--- src/rtl/spi_pkg.sv ---
// Shared SPI frame constants, register map and controller state encoding.
// The register peripheral imports the same package so both ends agree on the address map.
package spi_pkg;

   localparam int FRAME_BITS = 16;
   localparam logic RW_WRITE = 1'b1;

   localparam logic [6:0] ADDR_EN_OUT_LO = 7'd0;
   localparam logic [6:0] ADDR_EN_OUT_HI = 7'd1;
   localparam logic [6:0] ADDR_EN_PWM_LO = 7'd2;
   localparam logic [6:0] ADDR_EN_PWM_HI = 7'd3;
   localparam logic [6:0] ADDR_PWM_DUTY  = 7'd4;

   typedef enum logic [2:0] {
      ST_IDLE,
      ST_SETUP,
      ST_SHIFT,
      ST_HOLD,
      ST_GAP
   } ctrlState_t;

   function automatic logic [FRAME_BITS-1:0] packFrame(input logic rw,
                                                      input logic [6:0] addr,
                                                      input logic [7:0] data);
      return {rw, addr, data};
   endfunction

endpackage

--- src/rtl/spi_controller_if.sv ---
// Request handshake plus 3-wire SPI bus of the controller.
// master = the requesting logic, slave = the spi_controller itself.
interface spi_controller_if;

   logic       req_valid;
   logic       req_ready;
   logic       req_rw;
   logic [6:0] req_addr;
   logic [7:0] req_data;
   logic       SCLK;
   logic       COPI;
   logic       nCS;
   logic       busy;
   logic       done;

   modport master (
      output req_valid, req_rw, req_addr, req_data,
      input  req_ready, SCLK, COPI, nCS, busy, done
   );

   modport slave (
      input  req_valid, req_rw, req_addr, req_data,
      output req_ready, SCLK, COPI, nCS, busy, done
   );

endinterface

--- src/rtl/spi_sclk_gen.sv ---
// SCLK half-period generator: idles low while disabled, toggles every CLK_DIV clocks when enabled.
// Strobes flag the clock edge on which SCLK is about to rise or fall.
module spi_sclk_gen #(
   parameter int CLK_DIV = 4
) (
   input  logic clk,
   input  logic rst_n,
   input  logic i_enable,
   output logic o_sclk,
   output logic o_rise,
   output logic o_fall
);

   localparam logic [7:0] HALF_LAST = 8'(CLK_DIV - 1);

   logic [7:0] r_halfCnt;
   logic       r_level;
   logic       w_phaseEnd;

   assign w_phaseEnd = i_enable && (r_halfCnt == HALF_LAST);
   assign o_rise     = w_phaseEnd && !r_level;
   assign o_fall     = w_phaseEnd && r_level;
   assign o_sclk     = r_level;

   always_ff @(posedge clk or negedge rst_n) begin
      if (!rst_n) begin
         r_halfCnt <= '0;
         r_level   <= 1'b0;
      end else if (!i_enable) begin
         r_halfCnt <= '0;
         r_level   <= 1'b0;
      end else if (w_phaseEnd) begin
         r_halfCnt <= '0;
         r_level   <= ~r_level;
      end else begin
         r_halfCnt <= r_halfCnt + 8'd1;
      end
   end

endmodule

--- src/rtl/spi_controller.sv ---
// SPI initiator: accepts one register-write request per handshake and sends it as a
// 16-bit mode-0 frame on SCLK/COPI/nCS, pulsing done as nCS releases.
module spi_controller #(
   parameter int CLK_DIV  = 4,
   parameter int CS_SETUP = 2,
   parameter int CS_IDLE  = 2
) (
   input  logic             clk,
   input  logic             rst_n,
   spi_controller_if.slave  bus
);

   import spi_pkg::*;

   localparam logic [7:0] SETUP_LAST = 8'(CS_SETUP - 1);
   localparam logic [7:0] HOLD_LAST  = 8'(CLK_DIV - 1);
   localparam logic [7:0] IDLE_LAST  = 8'(CS_IDLE - 1);
   localparam logic [4:0] LAST_EDGE  = 5'(FRAME_BITS);

   ctrlState_t                r_state;
   logic [FRAME_BITS-2:0]     r_shiftReg;
   logic [7:0]                r_phaseCnt;
   logic [4:0]                r_edgeCnt;
   logic                      r_copi;
   logic                      r_nCs;
   logic                      r_done;
   logic [FRAME_BITS-1:0]     w_frame;
   logic                      w_shiftEn;
   logic                      w_sclk;
   logic                      w_rise;
   logic                      w_fall;

   assign w_frame   = packFrame(bus.req_rw, bus.req_addr, bus.req_data);
   assign w_shiftEn = (r_state == ST_SHIFT);

   assign bus.req_ready = (r_state == ST_IDLE);
   assign bus.busy      = (r_state != ST_IDLE);
   assign bus.SCLK      = w_sclk;
   assign bus.COPI      = r_copi;
   assign bus.nCS       = r_nCs;
   assign bus.done      = r_done;

   spi_sclk_gen #(
      .CLK_DIV (CLK_DIV)
   ) u_sclkGen (
      .clk      (clk),
      .rst_n    (rst_n),
      .i_enable (w_shiftEn),
      .o_sclk   (w_sclk),
      .o_rise   (w_rise),
      .o_fall   (w_fall)
   );

   // Bit 15 goes straight to COPI at acceptance; the shift register holds the remaining 15 bits.
   always_ff @(posedge clk or negedge rst_n) begin
      if (!rst_n) begin
         r_state    <= ST_IDLE;
         r_shiftReg <= '0;
         r_phaseCnt <= '0;
         r_edgeCnt  <= '0;
         r_copi     <= 1'b0;
         r_nCs      <= 1'b1;
         r_done     <= 1'b0;
      end else begin
         r_done <= 1'b0;
         case (r_state)
            ST_IDLE: begin
               if (bus.req_valid) begin
                  r_state    <= ST_SETUP;
                  r_nCs      <= 1'b0;
                  r_copi     <= w_frame[FRAME_BITS-1];
                  r_shiftReg <= w_frame[FRAME_BITS-2:0];
                  r_phaseCnt <= '0;
                  r_edgeCnt  <= '0;
               end
            end
            ST_SETUP: begin
               if (r_phaseCnt == SETUP_LAST) begin
                  r_phaseCnt <= '0;
                  r_state    <= ST_SHIFT;
               end else begin
                  r_phaseCnt <= r_phaseCnt + 8'd1;
               end
            end
            // Edge counter counts high phases; the fall ending the 16th one closes the frame.
            ST_SHIFT: begin
               if (w_rise) begin
                  r_edgeCnt <= r_edgeCnt + 5'd1;
               end
               if (w_fall) begin
                  if (r_edgeCnt == LAST_EDGE) begin
                     r_state <= ST_HOLD;
                     r_copi  <= 1'b0;
                  end else begin
                     r_copi     <= r_shiftReg[FRAME_BITS-2];
                     r_shiftReg <= {r_shiftReg[FRAME_BITS-3:0], 1'b0};
                  end
               end
            end
            ST_HOLD: begin
               if (r_phaseCnt == HOLD_LAST) begin
                  r_phaseCnt <= '0;
                  r_nCs      <= 1'b1;
                  r_done     <= 1'b1;
                  r_state    <= ST_GAP;
               end else begin
                  r_phaseCnt <= r_phaseCnt + 8'd1;
               end
            end
            ST_GAP: begin
               if (r_phaseCnt == IDLE_LAST) begin
                  r_phaseCnt <= '0;
                  r_state    <= ST_IDLE;
               end else begin
                  r_phaseCnt <= r_phaseCnt + 8'd1;
               end
            end
            default: begin
               r_state <= ST_IDLE;
               r_nCs   <= 1'b1;
               r_copi  <= 1'b0;
            end
         endcase
      end
   end

endmodule

--- src/flat_wrapper.sv ---
// flat-port wrapper written by rule: the top's interface ports become plain ports
module spi_controller_flat import spi_pkg::*;
#(
   parameter int CLK_DIV  = 4,
   parameter int CS_SETUP = 2,
   parameter int CS_IDLE  = 2
)
  (clk, rst_n, bus_req_valid, bus_req_rw, bus_req_addr, bus_req_data, bus_req_ready, bus_SCLK, bus_COPI, bus_nCS, bus_busy, bus_done);
  spi_controller_if bus_i ();
  input  logic clk;
  input  logic rst_n;
  input wire logic [$bits(bus_i.req_valid)-1:0] bus_req_valid;
  input wire logic [$bits(bus_i.req_rw)-1:0] bus_req_rw;
  input wire logic [$bits(bus_i.req_addr)-1:0] bus_req_addr;
  input wire logic [$bits(bus_i.req_data)-1:0] bus_req_data;
  output wire logic [$bits(bus_i.req_ready)-1:0] bus_req_ready;
  output wire logic [$bits(bus_i.SCLK)-1:0] bus_SCLK;
  output wire logic [$bits(bus_i.COPI)-1:0] bus_COPI;
  output wire logic [$bits(bus_i.nCS)-1:0] bus_nCS;
  output wire logic [$bits(bus_i.busy)-1:0] bus_busy;
  output wire logic [$bits(bus_i.done)-1:0] bus_done;
  assign bus_i.req_valid = bus_req_valid;
  assign bus_i.req_rw = bus_req_rw;
  assign bus_i.req_addr = bus_req_addr;
  assign bus_i.req_data = bus_req_data;
  assign bus_req_ready = bus_i.req_ready;
  assign bus_SCLK = bus_i.SCLK;
  assign bus_COPI = bus_i.COPI;
  assign bus_nCS = bus_i.nCS;
  assign bus_busy = bus_i.busy;
  assign bus_done = bus_i.done;
  spi_controller #(.CLK_DIV(CLK_DIV), .CS_SETUP(CS_SETUP), .CS_IDLE(CS_IDLE)) u_core (.clk(clk), .rst_n(rst_n), .bus(bus_i));
endmodule
--- config.mk ---
export PLATFORM = sky130hd
export DESIGN_NAME = spi_controller_flat
export DESIGN_NICKNAME = d
export VERILOG_FILES = /design/src/rtl/spi_pkg.sv /design/src/rtl/spi_controller_if.sv /design/src/rtl/spi_sclk_gen.sv /design/src/rtl/spi_controller.sv /design/src/flat_wrapper.sv
export SDC_FILE = /design/constraint.sdc
export NUM_CORES = 1
export LEC_CHECK = 0
export ABC_AREA = 0
export BUFFER_PORTS_ARGS = -buffer_cell sky130_fd_sc_hd__buf_2
export CAP_MARGIN = 20
export CORE_MARGIN = 4
export CORE_UTILIZATION = 35
export CTS_CLUSTER_DIAMETER = 30
export CTS_CLUSTER_SIZE = 10
export DETAILED_ROUTE_END_ITERATION = 6
export GPL_ROUTABILITY_DRIVEN = 0
export GPL_TIMING_DRIVEN = 0
export PLACE_DENSITY = 0.56
export SETUP_SLACK_MARGIN = 0.1
export SLEW_MARGIN = 15
export SYNTH_ARGS = -nofsm -noshare
export SYNTH_HDL_FRONTEND = slang
export SYNTH_SLANG_ARGS = --single-unit
--- constraint.sdc ---
create_clock -name clk -period 2.3 [get_ports clk]
set_input_delay 0.115 -clock clk [delete_from_list [all_inputs] [get_ports clk]]
set_output_delay 0.115 -clock clk [all_outputs]
set_load 0.05 [all_outputs]
==> flow_summary.toml, run 1 <==
[timing]
finalMaxSlewViolations = 0
setup_viol = 0
timing.final.crit_share_pct = 92.91
hold_viol_final = 42
finalWorstSetupSlack_ps = 163.0
rsz0062_at_grt = "false"
worst_pin_slew_ps = 955.6
max_freq_ghz = 0.4680
fin_hold_ws_ps = -41.85
fin_skew_ps = 6.404
slew_headroom_pct = 36.29
setup_tns_ps = 0
period_needed_ps = 2137

[clock_network]
htreeDepth = 2
cts.path.max_buffers = 2
tritoncts = "yes"
clock-root-buffer = "clkbuf_8"
clkTransAtPathRegs_ps = 90
clock_latency_ps = 300
cts_buffers = 5
clkSinkCount = 43

[global_route]
grt_overflow = 0
antenna_found_initial = 0
grt_max_degree = 44
grt_pass1_vias = 1661
grt_usage_pct = 12.82
grt_pass1_wl_um = 7990

[detailed_routing]
wire_per_inst_um = 14.26
drtAntennaViolNets = 0
first_pass_iters = 4
wl_met2_um = 2242
met3_length_um = 190
maxUsedRoutingLayer = "met4"
via_count = 1698
wl_um = 4820
viasPerCell = 5.024
drc = 0
wl_met1_um = 2309
drt_iter0_drc = 69

[power_and_ir_drop]
power.density_nw_per_um2 = 771.8
p_leak_nw = 1.243
vdd_ir_drop_max_v = 0.0003285

[cells_and_area]
diodes = 0
nets = 284
drive_above_1_share_pct = 32.95
final_core_util_pct = 43.36
syn_to_final_growth_pct = 19.24
final_cells = 338
fillers = 632

[yosys]
yosysSeqAreaShare_pct = 46.39
synth_cells = 217
async_reset_ff_share_pct = 100.0
synth.top_cells.by_area = "dfrtp_1, mux2_2, mux2_4, nand2_1, ha_1"
syn-num-nets = 241
syn_avg_cell_area_um2 = 10.70
synth_most_common_cell = "dfrtp_1"
synth_area_um2 = 2322
synth-seq-cells = 43
synth-edff-count = 0
yosys_warnings = 0
ys.flop_type = "dfrtp_1"
yosys-top-cells-count = "dfrtp_1, mux2_2, nand2_1"
synth_top_area_cell = "dfrtp_1"
synth_cell_types = 45
synth_top_area_share_pct = 45.26

[floorplan]
die_y_um = 89.46
num_rows = 29
die_w_um = 89.46
io_pins = 25
die_area_um2 = 8002
start_util_pct = 36.36
core-area_um2 = 6386

[worst_hold_path]
hold_class = "input pin to asynchronous set/reset pin"

[place]
place_hpwl_um = 3197
port_buffers = 24
place_inst = 318
post-place-ws_ps = 27.00

[worst_setup_path]
worstSetupStartpointType = "flop"
crit_arrival_ps = 2320
critPathRequiredTime_ps = 2480
end_kind = "flop"
crit_type = "flop to flop"
cp_max_fo = 7
r2r_start = "u_core.u_sclkGen.r_halfCnt[1]"
startpoint = "u_core.u_sclkGen.r_halfCnt[1]"

[flow_run]
maxCapViolations = 0

[run_status]
violations = "hold timing"
outcome = "finished, violations left"
[worst max-delay path, cell delays in order (launching register included)]
cell	delay, ps
dfrtp_1	420
ha_4	160
or3b_1	360
buf_6	150
nor3_4	160
a31o_1	180
buf_6	150
clkbuf_16	160
mux2_4	290
[final cells by class]
cell class	instances	area [um2]	share of cell area, %
multi-input combinational	150	1150	41.53
sequential	43	1079	38.95
timing repair buffer	36	227.7	8.224
tap	77	96.34	3.479
buffer	11	82.58	2.982
clock buffer	6	72.57	2.621
inverter	13	48.80	1.762
clock inverter	2	12.51	0.4519
[through the flow]
step	area, um2	total power, mW
after floorplan	2327	1.395
after global placement	2544	1.513
after detailed placement	2544	1.526
after CTS	2640	2.028
after global routing	2769	2.293
final	2769	2.137
[power breakdown]
| part | switching [mW] | total, mW | internal [mW] |
|---|---|---|---|
| Clock | 0.268 | 0.481 | 0.213 |
| Sequential | 0.107 | 0.994 | 0.887 |
| Combinational | 0.303 | 0.663 | 0.360 |
| Total | 0.677 | 2.14 | 1.46 |
[worst paths after layout]
kind / end / slack [ps] / depth (start not counted)
min in group clk: u_core.r_shiftReg[0] / 80 / 3
min reg2reg: u_core.r_shiftReg[1] / 510 / 1
max: u_core.r_shiftReg[4] / 160 / 8
max reg2reg: u_core.r_shiftReg[4] / 160 / 8
min: u_core.r_edgeCnt[3] / -40 / 1
max in group asynchronous: u_core.u_sclkGen.r_halfCnt[2] / 1680 / 1
[metal layers]
layer | GRT usage (%) | vias to the layer above
met1 | 17.51 | 797
met3 | 3.041 | 9
li1 | - | 859
met2 | 20.09 | 33
met5 | 0 | -
met4 | 4.060 | 0
[cell families after synthesis]
logic type / after synthesis / share of synthesized area (%)
fa+ha+maj: 5 / 2.694
simple gates: 71 / 16.38
compound gates: 35 / 9.968
xor+xnor: 9 / 3.394
mux: 30 / 15.84
flops: 43 / 46.39
buf+inv: 24 / 5.334
[layout by cell type, fill, tap and decap left out, types with 4 or more instances in the layout]
cell type / n
dfrtp_1: 41
clkbuf_1: 5
nor2_1: 15
a31oi_1: 5
o21ai_0: 8
mux2_4: 9
inv_1: 13
nand2_1: 17
nand3_1: 11
clkbuf_8: 5
buf_2: 26
mux2_2: 18
a21oi_1: 4
xnor2_1: 4
and3_1: 4
ha_1: 4
o22ai_1: 5
xor2_1: 5
buf_4: 11
[sequential cells by signal, indices dropped and copies added, names as in the netlist]
register / cells
u_core.bus.COPI: 1
u_core.bus.nCS: 1
u_core.u_sclkGen.o_sclk: 1
u_core.u_sclkGen.r_halfCnt: 8
u_core.bus.done: 1
u_core.r_shiftReg: 15
u_core.r_state: 3
u_core.r_edgeCnt: 5
u_core.r_phaseCnt: 8
[what timing repair did]
action | CTS | global route
hold endpoints to repair | 0 | 0
pin swaps | 0 | 4
resized for setup | 2 | 8
buffers inserted | 1 | 10
endpoints found under the setup margin | 9 | 23
hold buffers | 0 | 0
gates cloned | 0 | 1
No activity file was read; power rests on OpenSTA's default activity.
==> run 2: changes to the inputs <==
--- a/config.mk
+++ b/config.mk
@@ -8,6 +8,7 @@
 export ABC_AREA = 0
 export BUFFER_PORTS_ARGS = -buffer_cell sky130_fd_sc_hd__buf_2
 export CAP_MARGIN = 20
+export CORE_ASPECT_RATIO = 1.5
 export CORE_MARGIN = 4
 export CORE_UTILIZATION = 35
 export CTS_CLUSTER_DIAMETER = 30
==> run 2 against run 1 <==
Net effect: the run now ends clean; register-to-register slack gained 20 ps; fmax up 1.0%; non-clock buffer count unchanged; sequential share of layout area decreased by 0.24 points; utilization shrank 0.40 points; hold slack improved by 120 ps; critical path type unchanged; largest cell class unchanged; largest power group unchanged; highest routed layer unchanged.
==> flow_summary.toml, run 2 (synthesis gave the netlist of run 1 again) <==
[clock_network]
clock-root-buffer = "clkbuf_8"
tritoncts = "yes"
cts.path.max_buffers = 2
htreeDepth = 2
clkSinkCount = 43
clock_latency_ps = 290
cts_buffers = 5
clkTransAtPathRegs_ps = 80

[global_route]
antenna_found_initial = 0
gr-usage-met1_pct = 14.10
grt_overflow = 0
grt_max_degree = 44
grt_pass1_wl_um = 7831
grt_busiest_layer = "met2"
grt_pass1_vias = 1735
grt_usage_pct = 12.57
use_met2_pct = 22.33
grt_use_met3_pct = 3.364

[power_and_ir_drop]
vdd_ir_drop_max_v = 0.0003112
p_leak_nw = 1.249
power.density_nw_per_um2 = 746.6
fin_total_pwr_mw = 2.080

[timing]
timing.final.crit_share_pct = 91.99
worst_pin_slew_ps = 680.1
rsz0062_at_grt = "false"
finalMaxSlewViolations = 0
max_freq_ghz = 0.4726
setup_tns_ps = 0
fin_skew_ps = 8.930
hold_viol_final = 0
period_needed_ps = 2116
slew_headroom_pct = 54.56
fin_hold_ws_ps = 73.19
setup_viol = 0

[cells_and_area]
largest_reg_flops = 15
fillers = 648
drive_above_1_share_pct = 32.18
regMostFlops = "u_core.r_shiftReg"
final_cell_mix = "dfrtp_1, buf_2, mux2_2"
final_common_cell = "dfrtp_1"
nets = 284
seq_area_um2 = 1079
syn_to_final_growth_pct = 19.99
reg_top3 = "u_core.r_shiftReg x15, u_core.r_phaseCnt x8, u_core.u_sclkGen.r_halfCnt x8"
diodes = 0
multi_input_area_um2 = 1145

[worst_setup_path]
ff2ff_setup_slack_ps = 180
critPathSlowestCell = "dfrtp_1"
critPathRequiredTime_ps = 2490
crit_type = "flop to flop"
worstSetupStartpointType = "flop"
crit_arrival_ps = 2300
path_cells = "ha_4 -> or3b_1 -> buf_4 -> nor3_4 -> a31o_1 -> buf_6 -> clkbuf_16 -> mux2_4"
max_stage_delay_ps = 400
cp_max_fo = 6
end_kind = "flop"

[detailed_routing]
drt_iter0_drc = 58
drc = 0
first_pass_iters = 4
viasPerCell = 5.104
wire_per_inst_um = 13.83
drtAntennaViolNets = 0
wl_um = 4661
via_count = 1720

[floorplan]
io_pins = 25
num_rows = 36
die_w_um = 74.51
die_y_um = 107.8
die_area_um2 = 8029
core-area_um2 = 6486
start_util_pct = 35.80

[place]
port_buffers = 24
place_hpwl_um = 3275

[worst_hold_path]
hold_class = "input pin to flop"

[run_status]
outcome = "finished, final reports clean"

[flow_run]
maxCapViolations = 0
## run 2: cell count changes in the layout (fill, tap and decap cells not counted)
cell and change:
dlygate4sd3_1 +1, nor3_2 -1, buf_12 +2, buf_6 -1, nor3_1 +1, buf_4 -2
## run 2: final cells by class
cell class	instances	share of cell area, %
inverter	13	1.751
clock buffer	6	2.604
clock inverter	2	0.4490
buffer	11	2.829
tap	76	3.413
sequential	43	38.71
multi-input combinational	150	41.09
timing repair buffer	36	9.160
## run 2: power breakdown
| part | switching (mW) | total (mW) | internal (mW) |
|---|---|---|---|
| sequential | 0.114 | 1.00 | 0.888 |
| clock | 0.256 | 0.469 | 0.212 |
| combinational | 0.281 | 0.610 | 0.329 |
## run 2: metal layers
metal  routed length [um]  part of all wire (%)  up-vias
met2                 2425                    52       23
met1                 1986                    43      837
met4                   59                   1.3        0
met3                  189                   4.1        4
met5                    0                     0        -
li1                     -                     -      856
## run 2: worst paths after layout
path                                                from                            end  cells past startpoint
hold / removal                           bus_req_data[0]           u_core.r_shiftReg[0]                      3
hold reg to reg                     u_core.r_shiftReg[1]           u_core.r_shiftReg[1]                      1
min in group asynchronous                          rst_n  u_core.u_sclkGen.r_halfCnt[5]                      2
setup / recovery           u_core.u_sclkGen.r_halfCnt[1]          u_core.r_shiftReg[10]                      8
max in group asynchronous                          rst_n                 u_core.bus.nCS                      3
setup reg to reg           u_core.u_sclkGen.r_halfCnt[1]          u_core.r_shiftReg[10]                      8
## run 2: per-stage QoR
stage	util, %	setup slack [ps]	instances	cell area [um2]
after global placement	39.20	39.10	317	2542
after detailed placement	39.20	41.49	317	2542
after CTS	40.68	113.8	326	2639
after global routing	42.96	97.71	337	2786
final	42.96	184.1	337	2786
after floorplan	-	233.8	217	2327
## run 2: what timing repair did
action	CTS	global route
pin swaps	0	4
buffers inserted	1	8
hold buffers	0	1
gates cloned	0	1
endpoints found under the hold margin	0	18
setup endpoints to repair	9	17
gates resized for setup	2	6
## run 2: critical path, delay by kind of cell, from the launching register on
kind | cells | cell delay [ps]
simple gates | 2 | 520
buf+inv | 3 | 460
flops | 1 | 400
mux | 1 | 290
compound gates | 1 | 180
fa+ha+maj | 1 | 160
==> run 3: changes to the inputs <==
==> constraint.sdc (replaced) <==
create_clock -name clk -period 2.67 [get_ports clk]
set_input_delay 0.1335 -clock clk [delete_from_list [all_inputs] [get_ports clk]]
set_output_delay 0.1335 -clock clk [all_outputs]
set_load 0.05 [all_outputs]
==> run 3 against run 2 <==
Net effect: flip-flop and latch count stayed put; clock skew shrank 4.2 ps; utilization decreased by 1.6 points; clock power grew 11%; global-route usage shrank 0.52 points; hold slack gained 6.2 ps; critical path type unchanged; critical endpoint is now u_core.r_shiftReg[11].
==> flow_summary.toml, run 3 (synthesis gave the netlist of run 1 again) <==
[cells_and_area]
drive_above_1_share_pct = 27.89
nets = 274
final_cell_mix = "dfrtp_1, buf_2, mux2_2"
reg_top3 = "u_core.r_shiftReg x15, u_core.r_phaseCnt x8, u_core.u_sclkGen.r_halfCnt x8"
syn_to_final_growth_pct = 15.63
regMostFlops = "u_core.r_shiftReg"
largest_reg_flops = 15
diodes = 0
final_common_cell = "dfrtp_1"

[clock_network]
clock_latency_ps = 290
cts_buffers = 5
postCtsSetupBuffers = 0
holdBufCountCts = 0
tritoncts = "yes"
post_cts_resized = 0
clkSinkCount = 43
htreeDepth = 2
clkTransAtPathRegs_ps = 80
cts.path.max_buffers = 2
clock-root-buffer = "clkbuf_8"

[detailed_routing]
viasPerCell = 5.101
first_pass_iters = 4
drtAntennaViolNets = 0
wl_um = 4463
drc = 0
wire_per_inst_um = 13.65
via_count = 1668
drt_iter0_drc = 78

[timing]
timing.final.crit_share_pct = 85.45
slew_headroom_pct = 55.93
hold_viol_final = 0
max_freq_ghz = 0.4383
rsz0062_at_grt = "false"
setup_viol = 0
period_needed_ps = 2282
finalMaxSlewViolations = 0
setup_tns_ps = 0
fin_skew_ps = 4.700
worst_pin_slew_ps = 661.1

[floorplan]
die_y_um = 107.8
die_area_um2 = 8029
start_util_pct = 35.80
core-area_um2 = 6486
io_pins = 25
num_rows = 36
die_w_um = 74.51

[place]
place_hpwl_um = 3177
port_buffers = 24

[global_route]
grt_pass1_wl_um = 7507
grt_pass1_vias = 1701
grt_overflow = 0
antenna_found_initial = 0
grt_usage_pct = 12.05
grt_max_degree = 44

[power_and_ir_drop]
combPwrFrac_pct = 23.7
fin_total_pwr_mw = 1.819
p_int_mw = 1.283
clockPowerShare_pct = 28.7
swShare_pct = 29.50
vdd_ir_drop_max_v = 0.0003147
p_leak_nw = 1.205
power_switching_mw = 0.5368
pwr-share-seq_pct = 47.6
power.density_nw_per_um2 = 677.6

[run_status]
outcome = "finished, final reports clean"

[worst_setup_path]
worstSetupStartpointType = "flop"
end_kind = "flop"
critPathRequiredTime_ps = 2850
crit_arrival_ps = 2460
crit_type = "flop to flop"
cp_max_fo = 10

[flow_run]
maxCapViolations = 0

[worst_hold_path]
hold_class = "input pin to flop"
==> run 3: layout make-up <==
class | count | area [um2]
well taps | 76 | 95.09
inverters | 13 | 48.80
fillers | 657 | 3801
plain buffers | 11 | 75.07
flip-flops and latches | 43 | 1077
multi-input cells | 150 | 1121
repair buffers | 26 | 150.1
clock buffers | 6 | 82.58
clock inverters | 2 | 35.03
==> run 3: power groups by stage <==
stage / Sequential, mW / Combinational, mW / Clock, mW
floorplan: 0.877 / 0.325 / 0
global placement: 0.877 / 0.428 / 0
detailed placement: 0.880 / 0.435 / 0
CTS: 0.867 / 0.437 / 0.541
global route: 0.886 / 0.487 / 0.571
finish: 0.866 / 0.431 / 0.522
==> run 3: per-stage QoR <==
stage	cells	area, um2	utilization [%]	hold WS, ps	setup slack (ps)
6_report	327	2685	41.40	79.37	388.5
5_1_grt	327	2685	41.40	94.79	233.5
4_1_cts	325	2655	40.93	27.50	362.8
3_5_place_dp	317	2537	39.12	355.3	401.5
3_3_place_gp	317	2537	39.12	356.4	403.1
2_1_floorplan	217	2322	-	-162.1	238.4
==> run 3: path summary, 6_finish.rpt <==
check,depth (start not counted),endpoint,slack [ps],start
worst max-delay path,8,u_core.r_shiftReg[11],390,u_core.u_sclkGen.r_halfCnt[0]
worst min-delay path,3,u_core.r_shiftReg[0],80,bus_req_data[0]
worst max register to register,8,u_core.r_shiftReg[11],390,u_core.u_sclkGen.r_halfCnt[0]
worst min register to register,1,u_core.r_shiftReg[2],510,u_core.r_shiftReg[2]
max in group asynchronous,3,u_core.r_edgeCnt[0],1870,rst_n
min in group asynchronous,2,u_core.r_shiftReg[4],310,rst_n
==> run 3: per-layer routing <==
layer  part of all wire [%]  up-vias  GRT usage (%)
li1                       -      832              -
met1                     44      803          13.96
met2                     50       25          20.38
met3                    3.6        8          3.271
met4                    1.9        0          5.089
met5                      0        -              0
==> run 3: worst max-delay path, cell delays in order (launching register included) <==
cell      delay (ps)
dfrtp_1          410
ha_1             260
or3b_1           360
clkbuf_1         200
nor3_4           180
a31o_1           180
buf_6            130
buf_12           140
mux2_4           300
